File: src/rtl/subleq_pkg.sv
// Shared definitions for the subleq CPU and its boot loader.
// Holds the default memory geometry used by the datapath, the memory and the
// loader, plus the loader state encoding.
package subleq_pkg;

  localparam int WORD_W_DEF = 64;  // memory word width in bits
  localparam int ADDR_W_DEF = 10;  // memory address width in bits
  localparam int HDR_BYTES  = 8;   // the word-count header is always 64 bits

  typedef enum logic [2:0] {
    ST_IDLE  = 3'd0,
    ST_HDR   = 3'd1,
    ST_DATA  = 3'd2,
    ST_WRITE = 3'd3,
    ST_RUN   = 3'd4,
    ST_ERR   = 3'd5
  } loader_state_e;

endpackage

File: src/rtl/subleq_loader_byte_packer.sv
// byte_packer: little-endian byte-to-word packer with a byte counter.
// Ports:
//   clk, rst      clock and asynchronous active-low reset
//   clear         synchronous clear of counter and word
//   push          accept byte_data into the slot selected by the counter
//   last_idx      index of the final byte of the current word
//   byte_data     incoming byte
//   word          packed word; byte k sits at bits [8k+7:8k]
//   word_full     high when this push completes the word
module byte_packer #(
  parameter int NBYTES = 8,
  parameter int CNT_W  = (NBYTES > 1) ? $clog2(NBYTES) : 1
) (
  input  logic                  clk,
  input  logic                  rst,
  input  logic                  clear,
  input  logic                  push,
  input  logic [CNT_W-1:0]      last_idx,
  input  logic [7:0]            byte_data,
  output logic [8*NBYTES-1:0]   word,
  output logic                  word_full
);

  logic [CNT_W-1:0]    count_r;
  logic [8*NBYTES-1:0] word_r;

  // The completing push is flagged combinationally so the owner can change
  // state on the same edge that stores the final byte.
  assign word_full = push && (count_r == last_idx);
  assign word      = word_r;

  // Byte slot write and counter; the counter wraps to 0 when a word completes.
  always_ff @(posedge clk or negedge rst) begin
    if (!rst) begin
      count_r <= '0;
      word_r  <= '0;
    end else if (clear) begin
      count_r <= '0;
      word_r  <= '0;
    end else if (push) begin
      for (int k = 0; k < NBYTES; k++) begin
        if (count_r == CNT_W'(k)) begin
          word_r[8*k +: 8] <= byte_data;
        end
      end
      count_r <= word_full ? '0 : count_r + CNT_W'(1);
    end
  end

endmodule

File: src/rtl/subleq_loader.sv
// subleq_loader: boot stage that streams a program image into memory.
// Image format: 8-byte little-endian word count N, then N words of
// BYTES_PER_WORD little-endian bytes each. Words are written to addresses
// 0..N-1, after which the CPU is released from reset.
// Ports:
//   clk, rst              clock and asynchronous active-low reset
//   load_start            pulse that starts a load from IDLE, RUN or ERR
//   in_valid/in_ready     byte-stream handshake, in_data the byte
//   mem_we/addr/wdata     one-cycle memory write per packed word
//   cpu_rst               active-high CPU reset, low only in RUN
//   done                  image loaded, CPU running
//   err                   header word count larger than memory depth
module subleq_loader
  import subleq_pkg::*;
#(
  parameter int WORD_W = WORD_W_DEF,
  parameter int ADDR_W = ADDR_W_DEF
) (
  input  logic              clk,
  input  logic              rst,
  input  logic              load_start,
  input  logic              in_valid,
  input  logic [7:0]        in_data,
  output logic              in_ready,
  output logic              mem_we,
  output logic [ADDR_W-1:0] mem_addr,
  output logic [WORD_W-1:0] mem_wdata,
  output logic              cpu_rst,
  output logic              done,
  output logic              err
);

  localparam int BYTES_PER_WORD = WORD_W / 8;
  localparam int PACK_BYTES     = (BYTES_PER_WORD > HDR_BYTES) ? BYTES_PER_WORD : HDR_BYTES;
  localparam int CNT_W          = $clog2(PACK_BYTES);
  localparam int DEPTH          = 2 ** ADDR_W;

  loader_state_e         state_r, next_state_s;
  logic                  in_ready_r, mem_we_r, cpu_rst_r, done_r, err_r;
  logic [ADDR_W-1:0]     addr_r, n_last_r;
  logic                  fire_s, word_full_s, clear_s;
  logic [CNT_W-1:0]      last_idx_s;
  logic [8*PACK_BYTES-1:0] pack_word_s;
  logic [63:0]           hdr_n_s;

  assign fire_s     = in_valid && in_ready_r;
  assign last_idx_s = (state_r == ST_HDR) ? CNT_W'(HDR_BYTES - 1) : CNT_W'(BYTES_PER_WORD - 1);
  // Header value including the byte being accepted this cycle.
  assign hdr_n_s    = {in_data, pack_word_s[55:0]};

  byte_packer #(.NBYTES(PACK_BYTES), .CNT_W(CNT_W)) u_packer (
    .clk       (clk),
    .rst       (rst),
    .clear     (clear_s),
    .push      (fire_s),
    .last_idx  (last_idx_s),
    .byte_data (in_data),
    .word      (pack_word_s),
    .word_full (word_full_s)
  );

  // Next-state logic and packer clear.
  always_comb begin
    next_state_s = state_r;
    clear_s      = 1'b0;
    case (state_r)
      ST_IDLE: begin
        if (load_start) next_state_s = ST_HDR;
        else            next_state_s = ST_IDLE;
      end
      ST_HDR: begin
        if (word_full_s) begin
          if (hdr_n_s == 64'd0)            next_state_s = ST_RUN;
          else if (hdr_n_s > 64'(DEPTH))   next_state_s = ST_ERR;
          else                             next_state_s = ST_DATA;
        end else begin
          next_state_s = ST_HDR;
        end
      end
      ST_DATA: begin
        if (word_full_s) next_state_s = ST_WRITE;
        else             next_state_s = ST_DATA;
      end
      ST_WRITE: begin
        if (addr_r == n_last_r) next_state_s = ST_RUN;
        else                    next_state_s = ST_DATA;
      end
      ST_RUN: begin
        if (load_start) next_state_s = ST_HDR;
        else            next_state_s = ST_RUN;
      end
      ST_ERR: begin
        if (load_start) next_state_s = ST_HDR;
        else            next_state_s = ST_ERR;
      end
      default: next_state_s = ST_IDLE;
    endcase
    if ((next_state_s == ST_HDR) && (state_r != ST_HDR)) begin
      clear_s = 1'b1;
    end else if ((state_r == ST_WRITE) && (next_state_s == ST_DATA)) begin
      clear_s = 1'b1;
    end else begin
      clear_s = 1'b0;
    end
  end

  // State register and outputs registered from the next state.
  always_ff @(posedge clk or negedge rst) begin
    if (!rst) begin
      state_r    <= ST_IDLE;
      in_ready_r <= 1'b0;
      mem_we_r   <= 1'b0;
      cpu_rst_r  <= 1'b1;
      done_r     <= 1'b0;
      err_r      <= 1'b0;
    end else begin
      state_r    <= next_state_s;
      in_ready_r <= (next_state_s == ST_HDR) || (next_state_s == ST_DATA);
      mem_we_r   <= (next_state_s == ST_WRITE);
      cpu_rst_r  <= (next_state_s != ST_RUN);
      done_r     <= (next_state_s == ST_RUN);
      err_r      <= (next_state_s == ST_ERR);
    end
  end

  // Word index and last index. The index only advances toward another DATA
  // word, so after the final write of a full-depth image it never wraps.
  always_ff @(posedge clk or negedge rst) begin
    if (!rst) begin
      addr_r   <= '0;
      n_last_r <= '0;
    end else begin
      if ((next_state_s == ST_HDR) && (state_r != ST_HDR)) begin
        addr_r <= '0;
      end else if ((state_r == ST_WRITE) && (next_state_s == ST_DATA)) begin
        addr_r <= addr_r + ADDR_W'(1);
      end
      // N is known to be 1..DEPTH whenever DATA follows, so N-1 fits ADDR_W.
      if ((state_r == ST_HDR) && word_full_s) begin
        n_last_r <= ADDR_W'(hdr_n_s - 64'd1);
      end
    end
  end

  assign in_ready  = in_ready_r;
  assign mem_we    = mem_we_r;
  assign mem_addr  = addr_r;
  assign mem_wdata = pack_word_s[WORD_W-1:0];
  assign cpu_rst   = cpu_rst_r;
  assign done      = done_r;
  assign err       = err_r;

endmodule

File: config.mk
export PLATFORM = sky130hd
export DESIGN_NAME = subleq_loader
export DESIGN_NICKNAME = d
export VERILOG_FILES = /design/src/rtl/subleq_pkg.sv /design/src/rtl/subleq_loader_byte_packer.sv /design/src/rtl/subleq_loader.sv
export SDC_FILE = /design/constraint.sdc
export NUM_CORES = 1
export LEC_CHECK = 0
export BUFFER_PORTS_ARGS = -buffer_cell sky130_fd_sc_hd__buf_4
export CAP_MARGIN = 25
export CORE_MARGIN = 5
export CORE_UTILIZATION = 45
export CTS_CLUSTER_DIAMETER = 30
export DETAILED_ROUTE_END_ITERATION = 12
export PLACE_DENSITY_LB_ADDON = 0.15
export SLEW_MARGIN = 20
export SYNTH_ARGS = -nofsm -noshare
export SYNTH_HDL_FRONTEND = slang
export SYNTH_SLANG_ARGS = --single-unit
File: constraint.sdc
create_clock -name clk -period 2.73 [get_ports clk]
set_input_delay 0.1365 -clock clk [delete_from_list [all_inputs] [get_ports clk]]
set_output_delay 0.1365 -clock clk [all_outputs]
set_load 0.005 [all_outputs]
* Yosys cells after proc, flatten, opt, wreduce, memory -nomap -nowiden
Cells that the tools add are included.
** Word-level totals
- Flip-flop bits (word level) :: 95
- Input bits :: 12
- Output and inout bits :: 79
- Word-level logic and storage cells :: 94
** Operators by class
- $add $sub $neg :: 3
- Order comparisons :: 1
- Equality and inequality tests :: 20
- Mux-type cells :: 26
- Reductions and logical operators :: 27
** Operators by type and width (number)
- 64-bit 2-to-1 mux :: 2
- 64-bit by 11-bit > comparator with 1-bit output, second input constant :: 1
- 64-bit zero test :: 1
- 8-bit 2-to-1 mux :: 8
- 3-bit 2-to-1 mux :: 9
- 3-bit == test, second input constant :: 8
- 10-bit 2-to-1 mux :: 2
- 2-bit nonzero test :: 10
- 3-bit by 2-bit == test with 1-bit output, second input constant :: 6
- 3-bit one-hot mux with 6 select lines :: 1
- 2-bit AND reduction :: 8
- 10-bit by 1-bit adder with 10-bit output, second input constant :: 1
- 10-bit == test :: 1
- 10-bit by 1-bit subtractor with 10-bit output, second input constant :: 1
- 3-bit by 1-bit == test with 1-bit output, second input constant :: 3
- 3-bit zero test :: 2
- 1-bit logical AND :: 5
- 1-bit 2-to-1 mux :: 4
- 3-bit by 1-bit adder with 3-bit output, second input constant :: 1
- 3-bit by 1-bit != test with 1-bit output, second input constant :: 1
- 3-bit != test, second input constant :: 1
- 1-bit logical OR :: 1

* Longest topological paths before layout
- Word-level depth :: 11
- Gate-level depth with buffers :: 11
- Gate-level depth less buffers :: 8

* Cells and area by module
Synthesis repeated with hierarchy kept, for this count alone.
** Second synthesis, totals
- Cells, all modules :: 463
- Area, all modules :: 4727.0 um2
** By module, submodules not included
- byte_packer :: instances 1, cells each 266, area an instance 2994.1 um2, seq. area each 1676.6 um2
- subleq_loader :: instances 1, cells each 197, area an instance 1732.9 um2, seq. area each 701.9 um2

* Worst setup path after synthesis
OpenSTA, ideal clock, no wires.
- Path type :: register to register
- Start :: reg addr_r[7], in the netlist mem_addr[7]
- End :: reg u_packer.word_r[63], in the netlist u_packer.word[63]
- Arrival :: 2.033 ns
- Data required time :: 2.657 ns
- Slack :: 0.624 ns
- Cell stages (with the launch flop) :: 11
- Path buffers :: 4
- Period minus slack after synthesis :: 2.106 ns
- Path through :: dfrtp_1 xor2_1 nor4_2 nand3_1 and3_1 buf_2 or2_1 clkbuf_1 buf_6 buf_6 a21oi_2
** Between the ends
- Word-level cells in the longest chain between the ends :: 9
- Elaborated cells between the ends (all ways) :: 13
- Classes of those cells :: eq/ne (3); mux (5); reduce/logical (5)
** Ends and longest elaborated chain
- start: declaration :: RTL line subleq_loader.sv:40 : logic [ADDR_W-1:0] addr_r, n_last_r;
- start signal: assignment :: RTL line subleq_loader.sv:136 : addr_r <= addr_r + ADDR_W'(1);
- 10-bit == test (*) :: RTL line subleq_loader.sv:85 : if (addr_r == n_last_r) next_state_s = ST_RUN;
- 3-bit 2-to-1 mux (*) :: RTL line subleq_loader.sv:85
- 3-bit one-hot mux with 6 select lines (*) :: RTL line subleq_loader.sv:66 : case (state_r)
- 3-bit by 2-bit == test with 1-bit output :: RTL line subleq_loader.sv:100 : end else if ((state_r == ST_WRITE) && (next_state_s == ST_DATA)) begin
- 1-bit logical AND :: RTL line subleq_loader.sv:100
- 1-bit 2-to-1 mux :: RTL line subleq_loader.sv:100
- 1-bit 2-to-1 mux (*) :: RTL line subleq_loader.sv:98 : if ((next_state_s == ST_HDR) && (state_r != ST_HDR)) begin
- 2-bit nonzero test (no source line)
- 2-bit AND reduction (no source line)
- end signal: indexed assignment :: RTL line subleq_loader_byte_packer.sv:43 : word_r[8*k +: 8] <= byte_data;
- end: declaration :: RTL line subleq_loader_byte_packer.sv:25 : logic [8*NBYTES-1:0] word_r;
Mark *: on every way between the ends. The rest lies on a longest branch, timed or not.
A chain may end at the register's enable or synchronous reset.

* Worst setup path in the final report
- Start :: reg addr_r[7], in the netlist mem_addr[7]
- End :: reg u_packer.word_r[52], in the netlist u_packer.word[52]
The elaborated chain is that of the path after synthesis.

==> flow_summary.ini <==
[outcome]
outcome = finished, final reports clean

[drt]
viasPerCell = 5.46
drt_iter0_markers = 267
drc = 0
ant_nets = 0
vias = 4024
first_pass_iters = 4
detail_route.wl_per_cell_um = 17.3
wirelength_um = 12700

[timing]
whs_ns = 0.0933
max_freq_mhz = 392
finalClockSkew_ns = 0.0154
fin_tns_setup_ns = 0
relSlewSlack = 0.528
finalCritPeriodShare = 0.933
worstMarginPinSlew_ns = 0.708
setup_viol_count_final = 0
rsz0062_at_grt = false
finalMaxSlewViolations = 0
finalHoldViolations = 0
fin_crit_ns = 2.55

[floorplan]
start_util = 0.454
core_um2 = 10200
ios = 91
die_x_um = 111
rows = 37
design.die.area_um2 = 12400
fp.dieH_um = 111

[clocking]
cts-root-buf = clkbuf_8
cts_buffer_depth = 2
numCtsBuffers = 9
cts_tree = yes
clkTransAtPathRegs_ns = 0.09
cts_resized = 0
htree_levels = 3
cts_sinks = 95
clkLatencyLatePin_ns = 0.35

[setup_path]
worstReg2RegStart = mem_addr[7]
path_class = reg -> reg
crit_buf_inv = 1
r2r_slack_ns = 0.18
path_delay_family = simple AND/OR/NAND/NOR gates
reg2reg_to = u_packer.word[52]
crit_path_cell_trace = xor2_1 > nor4_2 > nand3_1 > and3_1 > or2_2 > buf_4 > a21oi_1
critPathMaxStageDelay_ns = 0.56
worstPathArrival_ns = 2.82
start_kind = register
cp_slowest_cell = or2_2
cp.required_ns = 3.00
cp.depth = 7
rr_worst_depth = 7
critPathCaptureType = register
crit_fanout = 30

[cells_and_area]
drive_gt1_frac = 0.256
antenna_cells = 0
nFillCells = 955
area_growth_pct = 22.7
final_cells = 737
finalNetCount = 617

[synthesis]
ys_warn_count = 0
synth.yosys.seq_area_share = 0.514
syn_area_per_cell_um2 = 9.05
synth_cells = 511
synth_nets = 532
ys_types = 43
synth_edf_count = 0
synth-async-reset-ratio = 1.00
synth-seq-cells = 95
syn_area_um2 = 4630
ys_dominant_reg_cell = dfrtp_1

[global_route]
grt_max_degree = 54
antenna_found_initial = 0
first_global_vias = 4069
grt_use_total = 0.209
gr-total-overflow = 0
grt_first_pass_wirelength_um = 21100

[min_path]
worstHoldEndpoint = u_packer.word[57]
hold_depth = 3
hold_start = in_data[1]
min_path_type = in -> reg

[placed_design]
place_inst = 720
gp_congestion = 0.877
portBuffers = 90
dp_hpwl_um = 9210

[power]
p_total_uw = 6080
powerDensity_nw_per_um2 = 1070
irDropWorstVdd_v = 0.000527
leakage_uw = 0.00267

[run]
cap_violations = 0
[repair_timing]
| item | 4_1_cts | 5_1_grt |
|---|---|---|
| endpoints found under the hold margin | 49 | 0 |
| hold buffers | 1 | 0 |
| setup buffers | 0 | 0 |
[worst min-delay path, cell delays in order]
cell and delay [ns]:
buf_4 0.16, nand2_1 0.06, a21oi_1 0.05
[cells in the mapped netlist, drive strengths merged, types with 4 or more instances]
cell | count | area share
mux2i | 4 | 0.0087
buf | 13 | 0.018
nand4 | 12 | 0.016
ha | 9 | 0.024
xnor2 | 5 | 0.0095
nor3 | 11 | 0.012
nor2 | 19 | 0.015
nand2 | 154 | 0.12
o21ai | 16 | 0.017
and3 | 4 | 0.0054
a21oi | 70 | 0.10
nor4 | 15 | 0.023
inv | 8 | 0.0065
clkbuf | 17 | 0.014
dfrtp | 94 | 0.51
xor2 | 15 | 0.028
nand3 | 16 | 0.017
[layout by cell type (no fill, tap or decap), types with 2 or more instances in the layout]
cell	n
nand4_1	12
nor2b_1	3
ha_1	9
inv_6	2
or3_1	3
a21o_1	2
xnor2_1	5
mux2i_1	4
nor2_1	19
a21oi_1	40
and3_1	4
inv_1	8
nor3_1	11
o21ai_0	16
nand2_1	154
o211ai_1	3
xor2_1	15
dfrtp_1	94
clkbuf_8	9
bufinv_16	3
nand3_1	16
a21oi_2	30
clkinv_2	2
nor4_1	13
nor4_2	2
buf_4	103
[metrics by stage]
| stage | worst slack [ns] | instance area (um^2) | util |
|---|---|---|---|
| after floorplan | 0.624 | 4630 | - |
| after global placement | 0.289 | 5420 | 0.532 |
| after detailed placement | 0.228 | 5420 | 0.532 |
| after CTS | 0.193 | 5670 | 0.557 |
| after global routing | 0.0113 | 5670 | 0.557 |
| final | 0.182 | 5670 | 0.557 |
[layer usage]
metal  share of wire  up-vias  wire length [um]  GRT usage
met1            0.43     1977              5520      0.276
li1                -     1899                 -          -
met2            0.50      127              6360      0.351
met5               0        -                 0          0
met3           0.051       21               656     0.0424
met4           0.016        0               204     0.0592
[how the worst max path moves through the flow]
stage | startpoint | end | slack, ns
6_report | mem_addr[7] | u_packer.word[52] | 0.18
5_1_grt | mem_addr[7] | u_packer.word[52] | 0.01
4_1_cts | mem_addr[7] | u_packer.word[50] | 0.19
3_5_place_dp | mem_addr[7] | u_packer.count_r[1] | 0.23
3_3_place_gp | mem_addr[7] | u_packer.count_r[1] | 0.29
2_1_floorplan | mem_addr[7] | u_packer.word[63] | 0.62
[registers in the layout, indices dropped and copies added (netlist names), 3 cells and up]
register and flops:
n_last_r 10, u_packer.word 64, u_packer.count_r 3, mem_addr 10
state_r 3
[kinds of logic (layout without fill, tap and decap cells)]
| kind of cell | after synthesis | in the layout | share of synthesized area |
|---|---|---|---|
| buffers and inverters | 38 | 128 | 0.0381 |
| adders and majority gates | 9 | 9 | 0.0243 |
| muxes | 4 | 4 | 0.00866 |
| and+or+nand+nor | 244 | 244 | 0.234 |
| AOI/OAI and AO/OA | 101 | 101 | 0.143 |
| xor gates and xnor gates | 20 | 20 | 0.0379 |
| DFF | 95 | 95 | 0.514 |
[layout make-up]
class,count,area (um^2),share of cell area
Clock buffer,9,124,0.0218
Clock inverter,7,118,0.0207
Inverter,8,30.0,0.00529
Multi-Input combinational cell,378,2070,0.365
Sequential cell,95,2380,0.419
Tap cell,136,170,0.0300
Timing Repair Buffer,104,783,0.138
[power by group]
group / switching (uW) / leakage (uW) / internal (uW)
clock: 507 / 0.000124 / 612
sequential: 590 / 0.00124 / 1950
combinational: 1160 / 0.00131 / 1250
Power figures use the tool's default switching activity.
